<file path="config.mk">
export PLATFORM = sky130hd
export DESIGN_NAME = multicycle_control_unit_flat
export DESIGN_NICKNAME = d
export VERILOG_FILES = /design/src/rtl/control_pkg.sv /design/src/rtl/multicycle_control_unit_if.sv /design/src/rtl/alu_decoder.sv /design/src/rtl/multicycle_control_unit.sv /design/src/flat_wrapper.sv
export SDC_FILE = /design/constraint.sdc
export NUM_CORES = 1
export LEC_CHECK = 0
export ABC_CLOCK_PERIOD_IN_PS = 4400
export CAP_MARGIN = 20
export CORE_ASPECT_RATIO = 1.2
export CORE_MARGIN = 3
export CORE_UTILIZATION = 44
export DETAILED_ROUTE_END_ITERATION = 8
export GPL_TIMING_DRIVEN = 1
export PLACE_DENSITY = 0.87
export SLEW_MARGIN = 25
export SYNTH_ARGS = -nofsm -noshare
export SYNTH_HDL_FRONTEND = slang
export SYNTH_SLANG_ARGS = --single-unit
</file>
<file path="constraint.sdc">
create_clock -name clk -period 4.4 [get_ports clk]
set_input_delay 0.66 -clock clk [delete_from_list [all_inputs] [get_ports clk]]
set_output_delay 0.66 -clock clk [all_outputs]
set_load 0.02 [all_outputs]
</file>
<file path="src/rtl/control_pkg.sv">
// Shared encodings for the multicycle RV32I controller: FSM states, datapath
// mux selects, ALU operations and base opcodes.
package control_pkg;

    typedef enum logic [3:0] {
        S_FETCH,
        S_DECODE,
        S_MEM_ADR,
        S_MEM_READ,
        S_MEM_WB,
        S_MEM_WRITE,
        S_EXECUTE_R,
        S_EXECUTE_I,
        S_ALU_WB,
        S_BRANCH,
        S_JALR,
        S_JAL,
        S_UPPER,
        S_TRAP
    } state_t;

    typedef enum logic {
        CLASS_R,
        CLASS_I
    } alu_class_t;

    localparam logic [3:0] ALU_ADD  = 4'b0000;
    localparam logic [3:0] ALU_SUB  = 4'b0001;
    localparam logic [3:0] ALU_AND  = 4'b0010;
    localparam logic [3:0] ALU_OR   = 4'b0011;
    localparam logic [3:0] ALU_XOR  = 4'b0100;
    localparam logic [3:0] ALU_SLT  = 4'b0101;
    localparam logic [3:0] ALU_SLTU = 4'b0110;
    localparam logic [3:0] ALU_SLL  = 4'b0111;
    localparam logic [3:0] ALU_SRL  = 4'b1000;
    localparam logic [3:0] ALU_SRA  = 4'b1001;

    localparam logic [2:0] IMM_I = 3'b000;
    localparam logic [2:0] IMM_S = 3'b001;
    localparam logic [2:0] IMM_B = 3'b010;
    localparam logic [2:0] IMM_J = 3'b011;
    localparam logic [2:0] IMM_U = 3'b100;

    localparam logic [1:0] SRC_A_PC     = 2'b00;
    localparam logic [1:0] SRC_A_OLD_PC = 2'b01;
    localparam logic [1:0] SRC_A_RS1    = 2'b10;
    localparam logic [1:0] SRC_A_ZERO   = 2'b11;

    localparam logic [1:0] SRC_B_RS2  = 2'b00;
    localparam logic [1:0] SRC_B_IMM  = 2'b01;
    localparam logic [1:0] SRC_B_FOUR = 2'b10;

    localparam logic [1:0] RES_ALU_OUT = 2'b00;
    localparam logic [1:0] RES_MEM     = 2'b01;
    localparam logic [1:0] RES_ALU     = 2'b10;

    localparam logic [6:0] OP_LOAD   = 7'b0000011;
    localparam logic [6:0] OP_STORE  = 7'b0100011;
    localparam logic [6:0] OP_R      = 7'b0110011;
    localparam logic [6:0] OP_IMM    = 7'b0010011;
    localparam logic [6:0] OP_BRANCH = 7'b1100011;
    localparam logic [6:0] OP_JAL    = 7'b1101111;
    localparam logic [6:0] OP_JALR   = 7'b1100111;
    localparam logic [6:0] OP_LUI    = 7'b0110111;
    localparam logic [6:0] OP_AUIPC  = 7'b0010111;

    localparam logic [6:0] F7_BASE = 7'h00;
    localparam logic [6:0] F7_ALT  = 7'h20;

endpackage

</file>
<file path="src/rtl/multicycle_control_unit_if.sv">
// Instruction fields, ALU flags and memory handshake in; datapath controls out.
// The controller takes the master side, the datapath the slave side.
interface multicycle_control_unit_if;

    logic [6:0] opcode;
    logic [2:0] funct_3;
    logic [6:0] funct_7;
    logic       zero;
    logic       negative;
    logic       carry;
    logic       overflow;
    logic       mem_ready;

    logic       pc_write;
    logic       ir_write;
    logic       reg_write;
    logic       mem_read;
    logic       mem_write;
    logic       adr_src;
    logic [1:0] result_src;
    logic [1:0] alu_src_a;
    logic [1:0] alu_src_b;
    logic [3:0] alu_ctrl;
    logic [2:0] imm_src;
    logic       illegal_instr;

    modport master (
        input  opcode, funct_3, funct_7, zero, negative, carry, overflow, mem_ready,
        output pc_write, ir_write, reg_write, mem_read, mem_write, adr_src,
               result_src, alu_src_a, alu_src_b, alu_ctrl, imm_src, illegal_instr
    );

    modport slave (
        output opcode, funct_3, funct_7, zero, negative, carry, overflow, mem_ready,
        input  pc_write, ir_write, reg_write, mem_read, mem_write, adr_src,
               result_src, alu_src_a, alu_src_b, alu_ctrl, imm_src, illegal_instr
    );

endinterface

</file>
<file path="src/rtl/alu_decoder.sv">
// Maps an R-type or OP-IMM instruction to its ALU operation and flags
// funct_7 encodings that RV32I does not define.
module alu_decoder
    import control_pkg::*;
(
    input  alu_class_t op_class,
    input  logic [2:0] funct_3,
    input  logic [6:0] funct_7,
    output logic [3:0] alu_ctrl,
    output logic       legal
);

    // NOTE: every output gets a default first so no path leaves it unassigned
    // (which would infer a latch).
    always_comb begin
        alu_ctrl = ALU_ADD;
        legal    = 1'b1;

        case (funct_3)
            3'b000:  alu_ctrl = (op_class == CLASS_R && funct_7[5]) ? ALU_SUB : ALU_ADD;
            3'b001:  alu_ctrl = ALU_SLL;
            3'b010:  alu_ctrl = ALU_SLT;
            3'b011:  alu_ctrl = ALU_SLTU;
            3'b100:  alu_ctrl = ALU_XOR;
            3'b101:  alu_ctrl = funct_7[5] ? ALU_SRA : ALU_SRL;
            3'b110:  alu_ctrl = ALU_OR;
            default: alu_ctrl = ALU_AND;
        endcase

        // ADDI's upper bits are immediate, so only the shift forms constrain funct_7.
        if (op_class == CLASS_R) begin
            legal = (funct_7 == F7_BASE) ||
                    (funct_7 == F7_ALT && (funct_3 == 3'b000 || funct_3 == 3'b101));
        end else if (funct_3 == 3'b001) begin
            legal = (funct_7 == F7_BASE);
        end else if (funct_3 == 3'b101) begin
            legal = (funct_7 == F7_BASE) || (funct_7 == F7_ALT);
        end
    end

endmodule

</file>
<file path="src/rtl/multicycle_control_unit.sv">
// Multicycle RV32I control FSM: sequences fetch through writeback, stalls on
// mem_ready, and parks in TRAP on any instruction it does not support.
module multicycle_control_unit
    import control_pkg::*;
#(
    parameter bit BRANCH_FULL = 1'b1,
    parameter bit UPPER_EN    = 1'b1
) (
    input  logic                         clk,
    input  logic                         rst_n,
    multicycle_control_unit_if.master    bus
);

    state_t     state;
    state_t     decode_next;
    alu_class_t op_class;
    logic [3:0] dec_alu_ctrl;
    logic       dec_legal;
    logic       taken;
    logic       branch_legal;
    logic [2:0] decode_imm;

    logic       pc_write_s, ir_write_s, reg_write_s, mem_read_s, mem_write_s, illegal_s;

    assign op_class = (bus.opcode == OP_R) ? CLASS_R : CLASS_I;

    alu_decoder u_alu_decoder (
        .op_class (op_class),
        .funct_3  (bus.funct_3),
        .funct_7  (bus.funct_7),
        .alu_ctrl (dec_alu_ctrl),
        .legal    (dec_legal)
    );

    always_comb begin
        taken        = 1'b0;
        branch_legal = 1'b1;
        case (bus.funct_3)
            3'b000:  taken = bus.zero;
            3'b001:  taken = !bus.zero;
            3'b100:  taken = bus.negative ^ bus.overflow;
            3'b101:  taken = !(bus.negative ^ bus.overflow);
            3'b110:  taken = !bus.carry;
            3'b111:  taken = bus.carry;
            default: branch_legal = 1'b0;
        endcase
        if (!BRANCH_FULL && bus.funct_3[2]) branch_legal = 1'b0;
    end

    always_comb begin
        decode_next = S_TRAP;
        decode_imm  = IMM_I;
        case (bus.opcode)
            OP_LOAD:   decode_next = S_MEM_ADR;
            OP_STORE:  begin decode_next = S_MEM_ADR; decode_imm = IMM_S; end
            OP_R:      decode_next = dec_legal ? S_EXECUTE_R : S_TRAP;
            OP_IMM:    decode_next = dec_legal ? S_EXECUTE_I : S_TRAP;
            OP_BRANCH: begin decode_next = branch_legal ? S_BRANCH : S_TRAP; decode_imm = IMM_B; end
            OP_JAL:    begin decode_next = S_JAL; decode_imm = IMM_J; end
            OP_JALR:   decode_next = S_JALR;
            OP_LUI, OP_AUIPC: begin
                decode_next = UPPER_EN ? S_UPPER : S_TRAP;
                decode_imm  = IMM_U;
            end
            default:   decode_next = S_TRAP;
        endcase
    end

    // NOTE: state is sequential, so it is updated only with non-blocking
    // assignments; that keeps every reader seeing the pre-edge value.
    always_ff @(posedge clk or negedge rst_n) begin
        if (!rst_n) begin
            state <= S_FETCH;
        end else begin
            case (state)
                S_FETCH:     if (bus.mem_ready) state <= S_DECODE;
                S_DECODE:    state <= decode_next;
                S_MEM_ADR:   state <= (bus.opcode == OP_STORE) ? S_MEM_WRITE : S_MEM_READ;
                S_MEM_READ:  if (bus.mem_ready) state <= S_MEM_WB;
                S_MEM_WRITE: if (bus.mem_ready) state <= S_FETCH;
                S_MEM_WB, S_ALU_WB, S_BRANCH: state <= S_FETCH;
                S_EXECUTE_R, S_EXECUTE_I, S_JAL, S_UPPER: state <= S_ALU_WB;
                S_JALR:      state <= S_JAL;
                S_TRAP:      state <= S_TRAP;
                default:     state <= S_TRAP;
            endcase
        end
    end

    always_comb begin
        pc_write_s     = 1'b0;
        ir_write_s     = 1'b0;
        reg_write_s    = 1'b0;
        mem_read_s     = 1'b0;
        mem_write_s    = 1'b0;
        illegal_s      = 1'b0;
        bus.adr_src    = 1'b0;
        bus.result_src = RES_ALU_OUT;
        bus.alu_src_a  = SRC_A_PC;
        bus.alu_src_b  = SRC_B_RS2;
        bus.alu_ctrl   = ALU_ADD;
        bus.imm_src    = IMM_I;

        case (state)
            S_FETCH: begin
                mem_read_s     = 1'b1;
                ir_write_s     = bus.mem_ready;
                pc_write_s     = bus.mem_ready;
                bus.alu_src_b  = SRC_B_FOUR;
                bus.result_src = RES_ALU;
            end
            S_DECODE: begin
                bus.alu_src_a = SRC_A_OLD_PC;
                bus.alu_src_b = SRC_B_IMM;
                bus.imm_src   = decode_imm;
            end
            S_MEM_ADR, S_JALR: begin
                bus.alu_src_a = SRC_A_RS1;
                bus.alu_src_b = SRC_B_IMM;
            end
            S_MEM_READ: begin
                bus.adr_src = 1'b1;
                mem_read_s  = 1'b1;
            end
            S_MEM_WB: begin
                reg_write_s    = 1'b1;
                bus.result_src = RES_MEM;
            end
            S_MEM_WRITE: begin
                bus.adr_src = 1'b1;
                mem_write_s = 1'b1;
            end
            S_EXECUTE_R: begin
                bus.alu_src_a = SRC_A_RS1;
                bus.alu_ctrl  = dec_alu_ctrl;
            end
            S_EXECUTE_I: begin
                bus.alu_src_a = SRC_A_RS1;
                bus.alu_src_b = SRC_B_IMM;
                bus.alu_ctrl  = dec_alu_ctrl;
            end
            S_ALU_WB:    reg_write_s = 1'b1;
            S_BRANCH: begin
                bus.alu_src_a = SRC_A_RS1;
                bus.alu_ctrl  = ALU_SUB;
                pc_write_s    = taken;
            end
            S_JAL: begin
                pc_write_s    = 1'b1;
                bus.alu_src_a = SRC_A_OLD_PC;
                bus.alu_src_b = SRC_B_FOUR;
            end
            S_UPPER: begin
                bus.alu_src_a = (bus.opcode == OP_LUI) ? SRC_A_ZERO : SRC_A_OLD_PC;
                bus.alu_src_b = SRC_B_IMM;
            end
            S_TRAP:      illegal_s = 1'b1;
            default:     illegal_s = 1'b1;
        endcase
    end

    // Enables are masked by rst_n itself so an abort kills them in the same cycle.
    assign bus.pc_write      = rst_n & pc_write_s;
    assign bus.ir_write      = rst_n & ir_write_s;
    assign bus.reg_write     = rst_n & reg_write_s;
    assign bus.mem_read      = rst_n & mem_read_s;
    assign bus.mem_write     = rst_n & mem_write_s;
    assign bus.illegal_instr = rst_n & illegal_s;

endmodule

</file>
<file path="src/flat_wrapper.sv">
// flat-port wrapper written by rule: the top's interface ports become plain ports
module multicycle_control_unit_flat import control_pkg::*;
#(
    parameter bit BRANCH_FULL = 1'b1,
    parameter bit UPPER_EN    = 1'b1
)
  (clk, rst_n, bus_opcode, bus_funct_3, bus_funct_7, bus_zero, bus_negative, bus_carry, bus_overflow, bus_mem_ready, bus_pc_write, bus_ir_write, bus_reg_write, bus_mem_read, bus_mem_write, bus_adr_src, bus_result_src, bus_alu_src_a, bus_alu_src_b, bus_alu_ctrl, bus_imm_src, bus_illegal_instr);
  multicycle_control_unit_if bus_i ();
  input  logic clk;
  input  logic rst_n;
  input wire logic [$bits(bus_i.opcode)-1:0] bus_opcode;
  input wire logic [$bits(bus_i.funct_3)-1:0] bus_funct_3;
  input wire logic [$bits(bus_i.funct_7)-1:0] bus_funct_7;
  input wire logic [$bits(bus_i.zero)-1:0] bus_zero;
  input wire logic [$bits(bus_i.negative)-1:0] bus_negative;
  input wire logic [$bits(bus_i.carry)-1:0] bus_carry;
  input wire logic [$bits(bus_i.overflow)-1:0] bus_overflow;
  input wire logic [$bits(bus_i.mem_ready)-1:0] bus_mem_ready;
  output wire logic [$bits(bus_i.pc_write)-1:0] bus_pc_write;
  output wire logic [$bits(bus_i.ir_write)-1:0] bus_ir_write;
  output wire logic [$bits(bus_i.reg_write)-1:0] bus_reg_write;
  output wire logic [$bits(bus_i.mem_read)-1:0] bus_mem_read;
  output wire logic [$bits(bus_i.mem_write)-1:0] bus_mem_write;
  output wire logic [$bits(bus_i.adr_src)-1:0] bus_adr_src;
  output wire logic [$bits(bus_i.result_src)-1:0] bus_result_src;
  output wire logic [$bits(bus_i.alu_src_a)-1:0] bus_alu_src_a;
  output wire logic [$bits(bus_i.alu_src_b)-1:0] bus_alu_src_b;
  output wire logic [$bits(bus_i.alu_ctrl)-1:0] bus_alu_ctrl;
  output wire logic [$bits(bus_i.imm_src)-1:0] bus_imm_src;
  output wire logic [$bits(bus_i.illegal_instr)-1:0] bus_illegal_instr;
  assign bus_i.opcode = bus_opcode;
  assign bus_i.funct_3 = bus_funct_3;
  assign bus_i.funct_7 = bus_funct_7;
  assign bus_i.zero = bus_zero;
  assign bus_i.negative = bus_negative;
  assign bus_i.carry = bus_carry;
  assign bus_i.overflow = bus_overflow;
  assign bus_i.mem_ready = bus_mem_ready;
  assign bus_pc_write = bus_i.pc_write;
  assign bus_ir_write = bus_i.ir_write;
  assign bus_reg_write = bus_i.reg_write;
  assign bus_mem_read = bus_i.mem_read;
  assign bus_mem_write = bus_i.mem_write;
  assign bus_adr_src = bus_i.adr_src;
  assign bus_result_src = bus_i.result_src;
  assign bus_alu_src_a = bus_i.alu_src_a;
  assign bus_alu_src_b = bus_i.alu_src_b;
  assign bus_alu_ctrl = bus_i.alu_ctrl;
  assign bus_imm_src = bus_i.imm_src;
  assign bus_illegal_instr = bus_i.illegal_instr;
  multicycle_control_unit #(.BRANCH_FULL(BRANCH_FULL), .UPPER_EN(UPPER_EN)) u_core (.clk(clk), .rst_n(rst_n), .bus(bus_i));
endmodule
</file>
==> key figures, run 1 <==
Outcome
  • Status: finished clean

Route
  • Initial drt markers: 43
  • Max layer used: met4
  • WL/cell: 13.4 um
  • First-pass DRT Iterations: 5
  • Met2 Wirelength: 1370 um
  • DRC viols: 0
  • Routed length on met3: ~140 um
  • DR vias: ~1,200
  • Avg Vias per Cell: approximately 6.0
  • Routed Antenna Nets: 0
  • WL final: between 2000 and 3000 um
  • Post-Route M1 WL: approximately 1100 um

Clock network
  • CTS tree: done
  • CTS Hold Bufs: 0
  • Post-CTS sizing: 0
  • CTS Sinks: 4
  • # Post-CTS Setup Buffers: 0
  • CTS max path bufs: 2
  • Worst skew pair latency: approximately 0.23 ns
  • Root buf cell: clkbuf_4
  • CTS clk-pin slew, worst paths: roughly 0.04 ns
  • Num CTS Buffers: 3
  • H-tree levels: 1

STA
  • PnR worst setup slack: around 0.79 ns
  • Hold slack: between 0.7 and 0.8 ns
  • Setup TNS: 0 ns
  • Final Cycle Share: 0.820
  • Slew Viols, Final: 0
  • Clk_skew: ~0.0018 ns
  • Final setup viols: 0
  • Fmax: approximately 0.28 GHz
  • Unrepaired setup endpoints after global routing: no
  • Worst slew margin: 0.592
  • Final min period: 3.61 ns
  • Hold Vio Cnt, Final: 0
  • Worst-Margin Slew: slightly above 0.6 ns

Cells and area
  • Share of cells above drive strength 1: 0.0330
  • Area of the multi-input gates: about 770 um^2
  • Layout area overhead: 46.6%
  • Fill cells: 180
  • Ant. Diodes: 0
  • Fin area: ~0.0014 mm^2
  • Largest regs: u_core.state (4)
  • Max reg flops: 4
  • Layout Nets: between 200 and 250
  • FF/Latch Area: about 100 um^2
  • Largest Register: u_core.state

Critical path
  • Reg2reg start: u_core.state[1]
  • Crit path capture type: primary output
  • Crit path buf inv count: 2
  • Worst path max stage delay: just over 0.6 ns
  • CP required: between 3 and 4 ns
  • Cell Chain, Critical Path: clkdlybuf4s50_1 -> nand2b_1 -> or4_1 -> nor3_1 -> o21ai_1 -> o21ai_1 -> clkdlybuf4s50_1
  • R2R Path End: u_core.state[2]
  • Reg2Reg Setup Slack: between 2 and 3 ns
  • CP startpoint kind: input pin
  • Crit path max-delay family: buffers and inverters
  • Worst Reg-to-Reg Cells: 5
  • Slowest cell on crit path: clkdlybuf4s50_1
  • CP Max Fanout: 9
  • Crit path kind: input pin to primary output
  • WP data arrival: between 2 and 3 ns

Floorplan
  • # IOs: 44
  • Die ar.: around 0.0027 mm^2
  • Initial core utilization: 0.482
  • Die height: ~56 um
  • Core Box Area: 0.00191 mm^2
  • Row count: 17
  • DIE WIDTH: 47.8 um

Logic synthesis
  • Library cells used by synthesis: 44
  • Post-Synthesis Cells: between 100 and 150
  • Async SR Flop Fraction: 1.00
  • Top cells by area, synth: dfrtp_1, nor2_1, nand2_1
  • Sequential area share after synthesis: 0.108
  • Synth Net Count: 170
  • Yosys top cell by area: dfrtp_1
  • FF+latch count, synth: 4
  • Predominant post-synthesis flop cell: dfrtp_1
  • Synth warn: 0
  • Post-synth EDFFs: 0
  • Synth Cell Area: about 920 um^2
  • Avg Synthesized Cell Area: 6.32 um^2
  • Share of the synthesized area in the top cell type: 0.108

Place
  • Dpl hpwl: 2130 um
  • PortBufs: 43
  • GPL Wtd Cong: about 0.87
  • Setup WS pre-CTS: about 0.8 ns
  • Placed cell area: approximately 0.0013 mm^2

Global routing
  • Vias in the first global route: approximately 1,100
  • Global route overflow: 0
  • GRT Overall Usage: 0.216
  • Largest net degree at the start of global routing: 23
  • Initial antenna violation count: 0
  • First-pass GRT wire length: 4530 um

Flow run
  • Max_cap viols: 0

Power and ir drop
  • PwrDens: just over 400 mW/mm^2
  • Design Power: around 0.55 mW
  • Leakage Power: between 0.4 and 0.5 nW
  • Worst vdd ir: between 150 and 200 uV

Hold path
  • Hold crit path type: input pin to async pin
[worst reg2reg max path, stage by stage (launching register included)]
cell      delay (ns)
dfrtp_1         0.72
nor2_1          0.13
a21boi_1        0.16
a311o_1         0.27
a31oi_1         0.14
o22ai_1         0.11
[kinds of logic (layout without fill, tap and decap cells)]
kind of cell              count (synthesis)  after routing  share of synthesized area
and+or+nand+nor                          80             80                      0.446
AOI/OAI and AO/OA                        41             41                      0.301
buffers and inverters                    12             48                     0.0583
xor gates and xnor gates                  8              8                     0.0759
DFF                                       4              4                      0.108
muxes                                     1              1                     0.0108
[power by group]
group          switching (mW)  internal, mW
clock network          0.0139        0.0304
registers              0.0558        0.0491
logic                   0.206         0.190
total                   0.276         0.270
[layout by cell type (no fill, tap or decap), types with 2 or more instances in the layout]
| cell type | count |
|---|---|
| clkdlybuf4s50_1 | 43 |
| nor2_1 | 23 |
| nand2_1 | 18 |
| nor2b_1 | 9 |
| a21oi_1 | 8 |
| nor3_1 | 6 |
| o21ai_0 | 6 |
| xnor2_1 | 5 |
| a211oi_1 | 4 |
| o21ai_1 | 4 |
| a31oi_1 | 4 |
| dfrtp_1 | 4 |
| and2_1 | 3 |
| nand2b_1 | 3 |
| or2_1 | 3 |
| xor2_1 | 3 |
| and3_1 | 3 |
| clkbuf_4 | 3 |
| nand4b_1 | 2 |
| inv_1 | 2 |
| or4_1 | 2 |
| o211a_1 | 2 |
| a311o_1 | 2 |
| o22ai_1 | 2 |
[worst max path at each step]
stage          slack [ns]          endpoint  cells after the start          start
2_1_floorplan        1.73  bus_alu_src_a[1]                      6  bus_opcode[6]
3_3_place_gp         0.85  bus_alu_src_a[1]                      7  bus_opcode[6]
3_5_place_dp         0.80  bus_alu_src_a[1]                      7  bus_opcode[6]
4_1_cts              0.80  bus_alu_src_a[1]                      7  bus_opcode[6]
5_1_grt              0.68  bus_alu_src_a[1]                      7  bus_opcode[6]
6_report             0.79  bus_alu_src_a[1]                      7  bus_opcode[6]
[per-layer routing]
metal  vias to the layer above  GRT usage
met5                         -          0
li1                        604          -
met4                         0     0.0731
met1                       547      0.277
met3                         4     0.0162
met2                        53      0.359
[stage by stage]
stage	utilization	cells
finish	0.707	201
global route	0.707	201
CTS	0.707	201
detailed placement	0.695	198
global placement	0.695	198
floorplan	-	146
[synthesized netlist by cell type (3+ instances only)]
cell type   n
xor2_1      3
nor3_1      6
a21oi_1     8
or2_1       3
a31oi_1     4
nor2_1     23
and2_1      3
nand2b_1    3
xnor2_1     5
clkbuf_1    7
nor2b_1     9
o21ai_1     4
and3_1      3
dfrtp_1     4
nand2_1    18
o21ai_0     6
a211oi_1    4
[cell type report]
| class | instances | area share |
|---|---|---|
| repair buffers | 43 | 0.318 |
| inverters | 2 | 0.00555 |
| well taps | 19 | 0.0176 |
| clock buffers | 3 | 0.0166 |
| flip-flops and latches | 4 | 0.0739 |
| multi-input cells | 130 | 0.568 |
(Power assumes the default switching activity.)
==> inputs of run 2 (changes only) <==
- ABC_CLOCK_PERIOD_IN_PS: 4400 -> 3250
- CORE_UTILIZATION: 44 -> 37
- PLACE_DENSITY: 0.87 -> 0.78
- clock period: 4.4 -> 3.25 ns (I/O delays scaled with it)
==> run 2 against run 1 <==
Core utilization down 9.1 points. Clock skew about the same. Worst hold slack worse by 0.18 ns. Non-clock buffer count up 9. Critical path type unchanged. Highest routed layer unchanged.
==> key figures, run 2 (synthesis gave the netlist of run 1 again) <==
Route
  • First-pass DRT Iterations: 4 (-1)
  • WL final: 2770 um (+2.6%)
  • Initial drt markers: 22 (-49%)
  • DRC viols: 0 (unchanged)
  • Routed Antenna Nets: 0 (unchanged)
  • WL/cell: 12.5 um (-7.1%)
  • DR vias: 1,199 (-0.75%)
  • Avg Vias per Cell: 5.40 (-10%)

Cells and area
  • Fill cells: 241 (+34%)
  • Layout Nets: 217 (+4.3%)
  • Share of cells above drive strength 1: 0.0785 (+0.0456)
  • Area of the multi-input gates: 769 um^2 (unchanged)
  • Ant. Diodes: 0 (unchanged)
  • FF/Latch Area: 100 um^2 (unchanged)
  • Layout area overhead: 55.6%
  • Largest regs: u_core.state (4)
  • Largest Register: u_core.state
  • Most common cell after layout, fill and taps aside: clkdlybuf4s50_1
  • Final std cells w/o fill: 222 (+10%)
  • Max reg flops: 4 (unchanged)
  • Most frequent cells in the layout: clkdlybuf4s50_1, nor2_1, nand2_1

STA
  • Fmax: 0.322 GHz
  • Worst slew margin: 0.605 (+0.0131)
  • Clk_skew: 0.00136 ns (-0.000436 ns)
  • Final min period: 3.11 ns
  • Slew Viols, Final: 0 (unchanged)
  • Final setup viols: 0 (unchanged)
  • Setup TNS: 0 ns (unchanged)
  • Unrepaired setup endpoints after global routing: no
  • Worst-Margin Slew: 0.593 ns (-0.0197 ns)
  • Final Cycle Share: 0.956
  • Hold Vio Cnt, Final: 0 (unchanged)

Place
  • Dpl cells: 219 (+11%)
  • PortBufs: 43 (unchanged)
  • Dpl hpwl: 2270 um (+6.5%)
  • GPL Wtd Cong: 0.899 (+3.4%)

Global routing
  • Largest net degree at the start of global routing: 23 (unchanged)
  • Initial antenna violation count: 0 (unchanged)
  • Vias in the first global route: 1,141 (+5.1%)
  • Global route overflow: 0 (unchanged)
  • GRT Overall Usage: 0.190 (-0.0256)
  • First-pass GRT wire length: 4710 um (+4.0%)

Power and ir drop
  • Leakage Power: 0.543 nW (+8.7%)
  • Worst vdd ir: 268 uV (+37%)
  • PwrDens: 525 mW/mm^2 (+30%)

Floorplan
  • DIE WIDTH: 51.6 um (+7.9%)
  • Core Box Area: 0.00233 mm^2 (+22%)
  • Row count: 19 (+2)
  • Die height: 60.7 um (+8.1%)
  • Die ar.: 0.00313 mm^2 (+17%)
  • Initial core utilization: 0.396 (-0.0860)
  • # IOs: 44 (unchanged)

Critical path
  • WP data arrival: 2.62 ns (-0.33 ns)
  • Crit path capture type: primary output
  • CP Max Fanout: 2 (-7)
  • Crit path kind: input pin to primary output
  • CP required: 2.76 ns (-0.98 ns)
  • CP startpoint kind: input pin

Clock network
  • CTS clk-pin slew, worst paths: 0.04 ns (about the same)
  • H-tree levels: 1 (unchanged)
  • # Post-CTS Setup Buffers: 0 (unchanged)
  • Num CTS Buffers: 3 (unchanged)
  • CTS Sinks: 4 (unchanged)
  • CTS Hold Bufs: 0 (unchanged)
  • CTS tree: done
  • Worst skew pair latency: 0.23 ns (about the same)
  • Post-CTS sizing: 0 (unchanged)
  • CTS max path bufs: 2 (unchanged)
  • Root buf cell: clkbuf_4

Hold path
  • Hold crit path type: input pin to async pin

Outcome
  • Status: finished clean

Flow run
  • Max_cap viols: 0 (unchanged)
-- run 2: area by class of cell --
cell class | instances | share of cell area
Tap cell | 31 | 0.0270
Multi-Input combinational cell | 130 | 0.536
Timing Repair Buffer | 52 | 0.347
Inverter | 2 | 0.00523
Clock buffer | 3 | 0.0157
Sequential cell | 4 | 0.0697
-- run 2: metrics by stage --
stage,worst slack [ns],utilization,hold WS [ns],power [mW],cell area [um^2]
final,0.144,0.617,0.531,0.754,1440
after global routing,0.0628,0.617,0.559,0.819,1440
after CTS,0.154,0.617,0.530,0.756,1440
after detailed placement,0.156,0.607,0.772,0.692,1410
after global placement,0.162,0.607,0.760,0.682,1410
after floorplan,0.923,-,0.192,0.470,923
-- run 2: report_power, final --
| part | internal, mW | total (mW) | switching (mW) |
|---|---|---|---|
| Clock | 0.0412 | 0.0594 | 0.0182 |
| Combinational | 0.270 | 0.575 | 0.304 |
| Sequential | 0.0668 | 0.120 | 0.0529 |
-- run 2: worst paths after layout --
path / start / end / slack, ns / depth (start not counted)
hold / removal: rst_n / u_core.state[1] / 0.53 / 1
hold reg to reg: u_core.state[2] / u_core.state[1] / 0.77 / 3
setup reg to reg: u_core.state[1] / u_core.state[2] / 1.59 / 6
max in group asynchronous: rst_n / u_core.state[3] / 2.47 / 1
setup / recovery: bus_opcode[2] / bus_alu_src_a[1] / 0.14 / 7
min in group clk: u_core.state[2] / u_core.state[1] / 0.77 / 3
-- run 2: critical path: stages --
cell and delay [ns]:
clkdlybuf4s50_1 0.48, inv_1 0.05, or4_1 0.55, nor3_1 0.20, o21ai_1 0.09, o21ai_1 0.15, clkdlybuf4s50_1 0.62
-- run 2: routing by layer --
layer	wire length, um	global-route usage
met1	1230	0.228
met2	1430	0.358
met4	17	0.0599
met3	87	0.0147
met5	0	0
